<file path="src/rtl/fir_pipelined_if.sv">
// ---------------------------------------------------------------------------
// fir_pipelined_if
// Bundles the sample stream, coefficient-load and result signals of the
// pipelined FIR filter so the filter and its driver connect through one port.
//
// Signals (direction seen from the filter, i.e. the slave modport):
//   i_coeff_write_en  in   write i_coeff_data into the shadow coefficient bank
//   i_coeff_addr      in   shadow bank tap index, log2(TAPS) bits
//   i_coeff_data      in   signed coefficient, COEF_W bits
//   i_coeff_commit    in   copy the whole shadow bank into the active bank
//   i_valid           in   i_data carries a new sample
//   i_data            in   signed sample, DATA_W bits
//   i_flush           in   clear the delay line and cancel in-flight results
//   o_valid           out  o_data carries a result this cycle
//   o_data            out  rounded, saturated result, OUT_W bits
//   o_sat             out  o_data was clamped (meaningful with o_valid only)
//
// Modports: master drives the inputs (stimulus side), slave is the filter.
// ---------------------------------------------------------------------------
interface fir_pipelined_if #(
  parameter int TAPS   = 8,
  parameter int DATA_W = 8,
  parameter int COEF_W = 8,
  parameter int OUT_W  = 16
);

  localparam int ADDR_W = $clog2(TAPS);

  logic                     i_coeff_write_en;
  logic [ADDR_W-1:0]        i_coeff_addr;
  logic signed [COEF_W-1:0] i_coeff_data;
  logic                     i_coeff_commit;
  logic                     i_valid;
  logic signed [DATA_W-1:0] i_data;
  logic                     i_flush;
  logic                     o_valid;
  logic signed [OUT_W-1:0]  o_data;
  logic                     o_sat;

  modport master (
    output i_coeff_write_en, i_coeff_addr, i_coeff_data, i_coeff_commit,
    output i_valid, i_data, i_flush,
    input  o_valid, o_data, o_sat
  );

  modport slave (
    input  i_coeff_write_en, i_coeff_addr, i_coeff_data, i_coeff_commit,
    input  i_valid, i_data, i_flush,
    output o_valid, o_data, o_sat
  );

endinterface

</file>
<file path="src/rtl/fir_pipelined.sv">
// ---------------------------------------------------------------------------
// fir_pipelined
// Fully pipelined, never-stalling direct-form FIR filter with a double
// buffered (shadow/active) coefficient bank.
//
// Pipeline: delay line -> product registers -> log2(TAPS) pairwise adder
// levels -> round/shift/saturate output register.  A sample presented with
// i_valid in cycle c produces o_valid in cycle c + 3 + log2(TAPS).
//
// Ports:
//   clk   in  rising-edge clock for all state
//   rst   in  synchronous active-high reset (clears data, banks and valids)
//   bus   fir_pipelined_if.slave  sample stream, coefficient load, results
//
// Parameters:
//   TAPS (power of two, 2..32), DATA_W, COEF_W, OUT_W, OUT_SHIFT
//   (arithmetic right shift applied, with round-half-up, before saturation).
// ---------------------------------------------------------------------------
module fir_pipelined #(
  parameter int TAPS      = 8,
  parameter int DATA_W    = 8,
  parameter int COEF_W    = 8,
  parameter int OUT_W     = 16,
  parameter int OUT_SHIFT = 0
) (
  input  logic           clk,
  input  logic           rst,
  fir_pipelined_if.slave bus
);

  localparam int LOG_T  = $clog2(TAPS);
  localparam int ADDR_W = (LOG_T > 0) ? LOG_T : 1;
  localparam int PROD_W = DATA_W + COEF_W;
  localparam int SUM_W  = PROD_W + LOG_T;
  localparam int LAT    = 3 + LOG_T;
  localparam int RND_W  = SUM_W + 1;
  localparam int EXT_W  = ((RND_W > OUT_W) ? RND_W : OUT_W) + 1;
  localparam int RND_SH = (OUT_SHIFT > 0) ? OUT_SHIFT - 1 : 0;

  // The output stage works at EXT_W so that the rounding add can never wrap
  // and the clamp limits are representable regardless of OUT_W vs SUM_W.
  localparam logic signed [EXT_W-1:0] RND_V =
    (OUT_SHIFT > 0) ? (EXT_W'(1) <<< RND_SH) : '0;
  localparam logic signed [EXT_W-1:0] MAX_V =
    {{(EXT_W-OUT_W+1){1'b0}}, {(OUT_W-1){1'b1}}};
  localparam logic signed [EXT_W-1:0] MIN_V =
    {{(EXT_W-OUT_W+1){1'b1}}, {(OUT_W-1){1'b0}}};

  logic signed [DATA_W-1:0] r_taps   [TAPS];
  logic signed [COEF_W-1:0] r_shadow [TAPS];
  logic signed [COEF_W-1:0] r_active [TAPS];
  logic signed [PROD_W-1:0] r_prod   [TAPS];
  logic [LAT-1:0]           r_valid;
  logic signed [OUT_W-1:0]  r_o_data;
  logic                     r_o_sat;

  logic signed [SUM_W-1:0]  w_sum;
  logic signed [EXT_W-1:0]  w_rounded;
  logic signed [EXT_W-1:0]  w_shifted;
  logic                     w_over;
  logic                     w_under;
  logic signed [OUT_W-1:0]  w_clamped;

  // Delay line: a new sample enters tap 0 and every tap moves one place
  // along; with no sample the line simply holds.  Flush empties the line so
  // nothing accepted before it can leak into later results.
  always_ff @(posedge clk) begin
    if (rst || bus.i_flush) begin
      for (int k = 0; k < TAPS; k++) r_taps[k] <= '0;
    end else if (bus.i_valid) begin
      r_taps[0] <= bus.i_data;
      for (int k = 1; k < TAPS; k++) r_taps[k] <= r_taps[k-1];
    end
  end

  // Coefficient banks: writes only ever land in the shadow bank, and a
  // commit copies the shadow bank to the active bank in a single edge.  A
  // write in the same cycle as a commit is forwarded straight into the
  // active bank so the freshly written value is the one committed.  Flush
  // and sample traffic deliberately have no influence here.
  always_ff @(posedge clk) begin
    if (rst) begin
      for (int k = 0; k < TAPS; k++) begin
        r_shadow[k] <= '0;
        r_active[k] <= '0;
      end
    end else begin
      if (bus.i_coeff_write_en) begin
        r_shadow[bus.i_coeff_addr] <= bus.i_coeff_data;
      end
      if (bus.i_coeff_commit) begin
        for (int k = 0; k < TAPS; k++) begin
          if (bus.i_coeff_write_en && (bus.i_coeff_addr == ADDR_W'(k))) begin
            r_active[k] <= bus.i_coeff_data;
          end else begin
            r_active[k] <= r_shadow[k];
          end
        end
      end
    end
  end

  // Product stage: full-precision products of each tap with the active
  // coefficient as it stands one edge after the sample was accepted, which
  // is what makes a commit alongside i_valid apply to that very sample.
  always_ff @(posedge clk) begin
    if (rst) begin
      for (int k = 0; k < TAPS; k++) r_prod[k] <= '0;
    end else begin
      for (int k = 0; k < TAPS; k++) begin
        r_prod[k] <= PROD_W'(r_taps[k]) * PROD_W'(r_active[k]);
      end
    end
  end

  // Adder tree: each level halves the number of partial sums and grows the
  // word by one sign-extended bit, so no level can overflow.
  generate
    for (genvar l = 0; l < LOG_T; l++) begin : g_lvl
      localparam int NODES = TAPS >> (l + 1);
      localparam int IN_W  = PROD_W + l;

      logic signed [IN_W-1:0] w_in  [2*NODES];
      logic signed [IN_W:0]   r_sum [NODES];

      // The first level reads the product registers, later levels read the
      // partial sums of the level before them.
      if (l == 0) begin : g_src
        always_comb begin
          for (int j = 0; j < 2*NODES; j++) w_in[j] = r_prod[j];
        end
      end else begin : g_src
        always_comb begin
          for (int j = 0; j < 2*NODES; j++) w_in[j] = g_lvl[l-1].r_sum[j];
        end
      end

      // Pairwise registered sums for this level.
      always_ff @(posedge clk) begin
        for (int j = 0; j < NODES; j++) begin
          if (rst) begin
            r_sum[j] <= '0;
          end else begin
            r_sum[j] <= (IN_W+1)'(w_in[2*j]) + (IN_W+1)'(w_in[2*j+1]);
          end
        end
      end
    end
  endgenerate

  assign w_sum = g_lvl[LOG_T-1].r_sum[0];

  // Round half up, arithmetic shift, then clamp to the signed output range.
  assign w_rounded = EXT_W'(w_sum) + RND_V;
  assign w_shifted = w_rounded >>> OUT_SHIFT;
  assign w_over    = (w_shifted > MAX_V);
  assign w_under   = (w_shifted < MIN_V);
  assign w_clamped = w_over  ? MAX_V[OUT_W-1:0] :
                     w_under ? MIN_V[OUT_W-1:0] :
                               w_shifted[OUT_W-1:0];

  // Valid pipeline: one bit per register stage, shifting every cycle since
  // the filter never stalls.  Flush cancels everything in flight, and a
  // sample offered together with flush is dropped.
  always_ff @(posedge clk) begin
    if (rst || bus.i_flush) begin
      r_valid <= '0;
    end else begin
      r_valid <= {r_valid[LAT-2:0], bus.i_valid};
    end
  end

  // Output register: only loaded when a live result reaches it, so o_data
  // and o_sat keep their last values between results and are not disturbed
  // by a result that a flush has just cancelled.
  always_ff @(posedge clk) begin
    if (rst) begin
      r_o_data <= '0;
      r_o_sat  <= 1'b0;
    end else if (r_valid[LAT-2] && !bus.i_flush) begin
      r_o_data <= w_clamped;
      r_o_sat  <= w_over || w_under;
    end
  end

  assign bus.o_valid = r_valid[LAT-1];
  assign bus.o_data  = r_o_data;
  assign bus.o_sat   = r_o_sat;

endmodule

</file>
<file path="src/flat_wrapper.sv">
// flat-port wrapper written by rule: the top's interface ports become plain ports
module fir_pipelined_flat 
#(
  parameter int TAPS      = 8,
  parameter int DATA_W    = 8,
  parameter int COEF_W    = 8,
  parameter int OUT_W     = 16,
  parameter int OUT_SHIFT = 0
)
  (clk, rst, bus_i_coeff_write_en, bus_i_coeff_addr, bus_i_coeff_data, bus_i_coeff_commit, bus_i_valid, bus_i_data, bus_i_flush, bus_o_valid, bus_o_data, bus_o_sat);
  fir_pipelined_if #(.TAPS(TAPS), .DATA_W(DATA_W), .COEF_W(COEF_W), .OUT_W(OUT_W)) bus_i ();
  input  logic clk;
  input  logic rst;
  input wire logic [$bits(bus_i.i_coeff_write_en)-1:0] bus_i_coeff_write_en;
  input wire logic [$bits(bus_i.i_coeff_addr)-1:0] bus_i_coeff_addr;
  input wire logic [$bits(bus_i.i_coeff_data)-1:0] bus_i_coeff_data;
  input wire logic [$bits(bus_i.i_coeff_commit)-1:0] bus_i_coeff_commit;
  input wire logic [$bits(bus_i.i_valid)-1:0] bus_i_valid;
  input wire logic [$bits(bus_i.i_data)-1:0] bus_i_data;
  input wire logic [$bits(bus_i.i_flush)-1:0] bus_i_flush;
  output wire logic [$bits(bus_i.o_valid)-1:0] bus_o_valid;
  output wire logic [$bits(bus_i.o_data)-1:0] bus_o_data;
  output wire logic [$bits(bus_i.o_sat)-1:0] bus_o_sat;
  assign bus_i.i_coeff_write_en = bus_i_coeff_write_en;
  assign bus_i.i_coeff_addr = bus_i_coeff_addr;
  assign bus_i.i_coeff_data = bus_i_coeff_data;
  assign bus_i.i_coeff_commit = bus_i_coeff_commit;
  assign bus_i.i_valid = bus_i_valid;
  assign bus_i.i_data = bus_i_data;
  assign bus_i.i_flush = bus_i_flush;
  assign bus_o_valid = bus_i.o_valid;
  assign bus_o_data = bus_i.o_data;
  assign bus_o_sat = bus_i.o_sat;
  fir_pipelined #(.TAPS(TAPS), .DATA_W(DATA_W), .COEF_W(COEF_W), .OUT_W(OUT_W), .OUT_SHIFT(OUT_SHIFT)) u_core (.clk(clk), .rst(rst), .bus(bus_i));
endmodule
</file>
<file path="config.mk">
export PLATFORM = sky130hd
export DESIGN_NAME = fir_pipelined_flat
export DESIGN_NICKNAME = d
export VERILOG_FILES = /design/src/rtl/fir_pipelined_if.sv /design/src/rtl/fir_pipelined.sv /design/src/flat_wrapper.sv
export SDC_FILE = /design/constraint.sdc
export NUM_CORES = 2
export LEC_CHECK = 0
export BUFFER_PORTS_ARGS = -buffer_cell sky130_fd_sc_hd__buf_2
export CAP_MARGIN = 20
export CORE_MARGIN = 10
export CORE_UTILIZATION = 30
export CTS_CLUSTER_DIAMETER = 50
export DETAILED_ROUTE_END_ITERATION = 10
export PLACE_DENSITY = 0.53
export SLEW_MARGIN = 10
export SYNTH_ARGS = -nofsm -noshare
export SYNTH_HDL_FRONTEND = slang
export SYNTH_SLANG_ARGS = --single-unit
</file>
<file path="constraint.sdc">
create_clock -name clk -period 11.6 [get_ports clk]
set_input_delay 1.16 -clock clk [delete_from_list [all_inputs] [get_ports clk]]
set_output_delay 1.16 -clock clk [all_outputs]
set_load 0.01 [all_outputs]
</file>
==> metrics.json <==
{
  "dp_worst_setup_slack": {"value": 6890, "unit": "ps"},
  "postPlaceCellArea": {"value": 42100, "unit": "µm²"},
  "cts_num_sinks": {"value": 466},
  "count_of_tritonroute_iterations_in_the_first_routing_pass": {"value": 5},
  "clk-insertion-delay-late": {"value": 650, "unit": "ps"},
  "critPathBufInv": {"value": 4},
  "detailed_placer_s_ending_hpwl": {"value": 75.3, "unit": "mm"},
  "core.rowCount": {"value": 133},
  "clk_root_buffer_cell": {"value": "sky130_fd_sc_hd__clkbuf_16"},
  "timing.setup.tns": {"value": 0, "unit": "ps"},
  "crit_path_cell_trace": {"value": "and2_1, fa_1, inv_1, fa_1, inv_1, fa_1, inv_1, fa_1, inv_1, ha_1, o21ai_0, nor2_1, a41oi_1, a211o_1, or4b_1, nand3_1"},
  "min-delay-path-class": {"value": "flop to flop"},
  "clock_tree.htree_level_count": {"value": 3},
  "syn_inst": {"value": 4177},
  "post-cts-setup-buffers": {"value": 0},
  "postSynthRegisterBits": {"value": 466},
  "floorplan.initialDensity": {"value": 30.3, "unit": "%"},
  "cts.reportedPaths.clkPinSlew": {"value": 50, "unit": "ps"},
  "synth.avg_cell_area": {"value": 9.56, "unit": "µm²"},
  "final_design_area_no_fill": {"value": 44800, "unit": "µm²"},
  "first_iter_violations": {"value": 1344},
  "drc_errors": {"value": 0},
  "fin_skew": {"value": 41.6, "unit": "ps"},
  "route.vias.total": {"value": 27400},
  "timing.critical_path.from_type": {"value": "flop"},
  "die_width": {"value": 385, "unit": "µm"},
  "setup-violations-final": {"value": 0},
  "period_minus_slack": {"value": 4710, "unit": "ps"},
  "synth_area": {"value": 39900, "unit": "µm²"},
  "ys.flop_type": {"value": "sky130_fd_sc_hd__dfxtp_1"},
  "timing.critical_path.required": {"value": 12160, "unit": "ps"},
  "cp_data_arrival_time": {"value": 5270, "unit": "ps"},
  "cp_slowest_cell": {"value": "sky130_fd_sc_hd__edfxtp_1"},
  "drt.antenna.violating_nets": {"value": 0},
  "gr-usage-all-layers": {"value": 13.0, "unit": "%"},
  "drt-vias-per-instance": {"value": 4.53},
  "worst_slew_margin_rel": {"value": 31.8, "unit": "%"},
  "yosysWarnings": {"value": 0},
  "netlist-cell-type-count": {"value": 74},
  "first_global_vias": {"value": 28000},
  "buffer_ports.inserted": {"value": 42},
  "run_status": {"value": "complete, no violations"},
  "cts.hold.buffers_added": {"value": 0},
  "post_route_cells_drive_above_1_share": {"value": 5.46, "unit": "%"},
  "timing_worst_slew_pin_value": {"value": 1020, "unit": "ps"},
  "power.density": {"value": 139, "unit": "nW/µm²"},
  "design.final.nets": {"value": 5041},
  "power.leakage": {"value": 20.7, "unit": "nW"},
  "place_congestion": {"value": 0.839},
  "synth_enable_flop_cells": {"value": 192},
  "vdd_drop_max": {"value": 0.0000982, "unit": "V"},
  "drv_cap": {"value": 0},
  "final-max-slew-violation-count": {"value": 0},
  "maximum_number_of_pins_on_one_net_before_global_route_repair": {"value": 79},
  "unrepaired_setup_endpoints_after_global_routing": {"value": "no"},
  "die-height": {"value": 385, "unit": "µm"},
  "cts_inserted_buffers": {"value": 76},
  "timing.critical_path.to_type": {"value": "flop"},
  "cts-resized-gates": {"value": 0},
  "critPathTopFamily": {"value": "adder cells"},
  "clock_tree_from_tritoncts": {"value": "yes"},
  "floorplan.die_area": {"value": 148000, "unit": "µm²"},
  "worst_slack": {"value": 6890, "unit": "ps"},
  "initial_antenna_violation_count": {"value": 9},
  "wl_per_cell": {"value": 15.8, "unit": "µm"},
  "timing.final.hold_violations": {"value": 0},
  "synth.net_count": {"value": 4997},
  "critical_path.max_stage_delay": {"value": 530, "unit": "ps"},
  "final_critical_path_share_of_the_clock_period": {"value": 40.6, "unit": "%"},
  "timing.setup.critical_path_class": {"value": "flop to flop"},
  "design.portCount": {"value": 43},
  "synthArstFlopShare": {"value": 0, "unit": "%"},
  "placeableCoreArea": {"value": 132000, "unit": "µm²"},
  "area.growth.synth_to_final": {"value": 12.1, "unit": "%"},
  "grt_first_pass_wirelength": {"value": 155, "unit": "mm"},
  "finalWirelength": {"value": 95.1, "unit": "mm"},
  "max_freq": {"value": 0.212, "unit": "GHz"},
  "synth-seq-area-share": {"value": 28.2, "unit": "%"},
  "final_global_route_overflow_total": {"value": 0},
  "number_of_buffers_on_the_longest_clock_path": {"value": 3},
  "cp_max_fo": {"value": 9}
}
power by group:
| group | internal [mW] | leakage (nW) | switching [mW] |
|---|---|---|---|
| sequential | 1.94 | 4.31 | 0.173 |
| combinational | 0.738 | 15.1 | 1.03 |
| clock | 1.43 | 1.29 | 0.896 |
| total | 4.11 | 20.7 | 2.10 |
worst paths after layout:
kind                             from                    to  slack, ps  cells after the start
hold reg to reg     u_core.r_valid[1]     u_core.r_valid[2]        420                      1
setup / recovery  u_core.r_taps[0][7]  u_core.r_prod[0][15]       6890                     16
hold / removal      u_core.r_valid[1]     u_core.r_valid[2]        420                      1
setup reg to reg  u_core.r_taps[0][7]  u_core.r_prod[0][15]       6890                     16
metrics by stage:
step | hold WS, ps | cells | power, mW | util, %
6_report | 422 | 6040 | 6.21 | 34.0
3_3_place_gp | 408 | 5898 | 3.92 | 32.0
5_1_grt | 451 | 6039 | 6.64 | 34.0
2_1_floorplan | 406 | 4177 | 3.43 | -
4_1_cts | 422 | 6038 | 6.30 | 34.0
3_5_place_dp | 411 | 5898 | 3.93 | 32.0
kinds of logic (layout without fill, tap and decap cells):
family | Yosys count | count (layout) | share of synthesized area, %
other | 0 | 2 | 0
XOR/XNOR | 156 | 156 | 3.42
multiplexers | 32 | 32 | 0.887
flip-flops | 466 | 466 | 28.2
adder cells (fa/ha/maj) | 795 | 795 | 33.3
buffers and inverters | 780 | 886 | 7.35
AND/OR/NAND/NOR | 1436 | 1436 | 18.7
AO/OA/AOI/OAI | 512 | 512 | 8.19
state kept, by name, summed over array words and instances (netlist names):
name and count:
u_core.r_prod 128, u_core.g_lvl.r_sum 123, u_core.r_active 64, u_core.r_shadow 64
u_core.r_taps 64, u_core.bus.o_data 16, u_core.r_valid 6, u_core.bus.o_sat 1
synth_stat cells (10+ instances only):
master	count	area share, %
sky130_fd_sc_hd__nand3_1	46	0.58
sky130_fd_sc_hd__xor2_1	47	1.0
sky130_fd_sc_hd__ha_1	348	11
sky130_fd_sc_hd__a211oi_1	34	0.64
sky130_fd_sc_hd__o31a_1	10	0.22
sky130_fd_sc_hd__and3_1	71	1.1
sky130_fd_sc_hd__nor2b_1	153	2.4
sky130_fd_sc_hd__nand2_1	306	2.9
sky130_fd_sc_hd__and2_1	365	5.7
sky130_fd_sc_hd__nor4_1	11	0.17
sky130_fd_sc_hd__o2111ai_1	13	0.29
sky130_fd_sc_hd__o21a_1	30	0.56
sky130_fd_sc_hd__dfxtp_1	274	14
sky130_fd_sc_hd__fa_1	447	22
sky130_fd_sc_hd__a21o_1	36	0.68
sky130_fd_sc_hd__xnor2_1	109	2.4
sky130_fd_sc_hd__edfxtp_1	192	14
sky130_fd_sc_hd__a211o_1	11	0.24
sky130_fd_sc_hd__a31oi_1	18	0.28
sky130_fd_sc_hd__nor2_1	290	2.7
sky130_fd_sc_hd__nand2b_1	32	0.50
sky130_fd_sc_hd__mux2_2	26	0.73
sky130_fd_sc_hd__inv_1	688	6.5
sky130_fd_sc_hd__o21ai_0	123	1.5
sky130_fd_sc_hd__a41oi_1	11	0.24
sky130_fd_sc_hd__or3_1	10	0.16
sky130_fd_sc_hd__nand4_1	22	0.34
sky130_fd_sc_hd__clkbuf_1	77	0.72
sky130_fd_sc_hd__nor3_1	78	0.98
sky130_fd_sc_hd__a21oi_1	159	2.0
cell usage in the layout (no fill, tap or decap), types with 46 or more instances in the layout:
cell	instances
sky130_fd_sc_hd__nor2_1	289
sky130_fd_sc_hd__edfxtp_1	192
sky130_fd_sc_hd__and2_1	365
sky130_fd_sc_hd__a21oi_1	159
sky130_fd_sc_hd__nand3_1	46
sky130_fd_sc_hd__fa_1	447
sky130_fd_sc_hd__clkbuf_16	79
sky130_fd_sc_hd__inv_1	687
sky130_fd_sc_hd__dfxtp_1	274
sky130_fd_sc_hd__and3_1	71
sky130_fd_sc_hd__nor2b_1	153
sky130_fd_sc_hd__xor2_1	47
sky130_fd_sc_hd__nand2_1	306
sky130_fd_sc_hd__o21ai_0	123
sky130_fd_sc_hd__xnor2_1	109
sky130_fd_sc_hd__ha_1	348
sky130_fd_sc_hd__nor3_1	78
metal layers:
metal  part of all wire, %  track usage (%)  vias up
met5                 0.090                0        -
met4                   2.8             3.88       12
met3                   3.7             2.07      117
met2                    42             19.4      386
met1                    52             19.0    13200
li1                      -                -    13600
layout make-up:
cell class,instances,area (µm²)
clock buffer,95,2080
timing repair buffer,58,340
inverter,688,2580
fill,13600,87000
sequential,466,11300
multi-input combinational,2931,25800
tap,1755,2200
antenna,2,5.00
clock inverter,45,576
(Power assumes the default switching activity.)
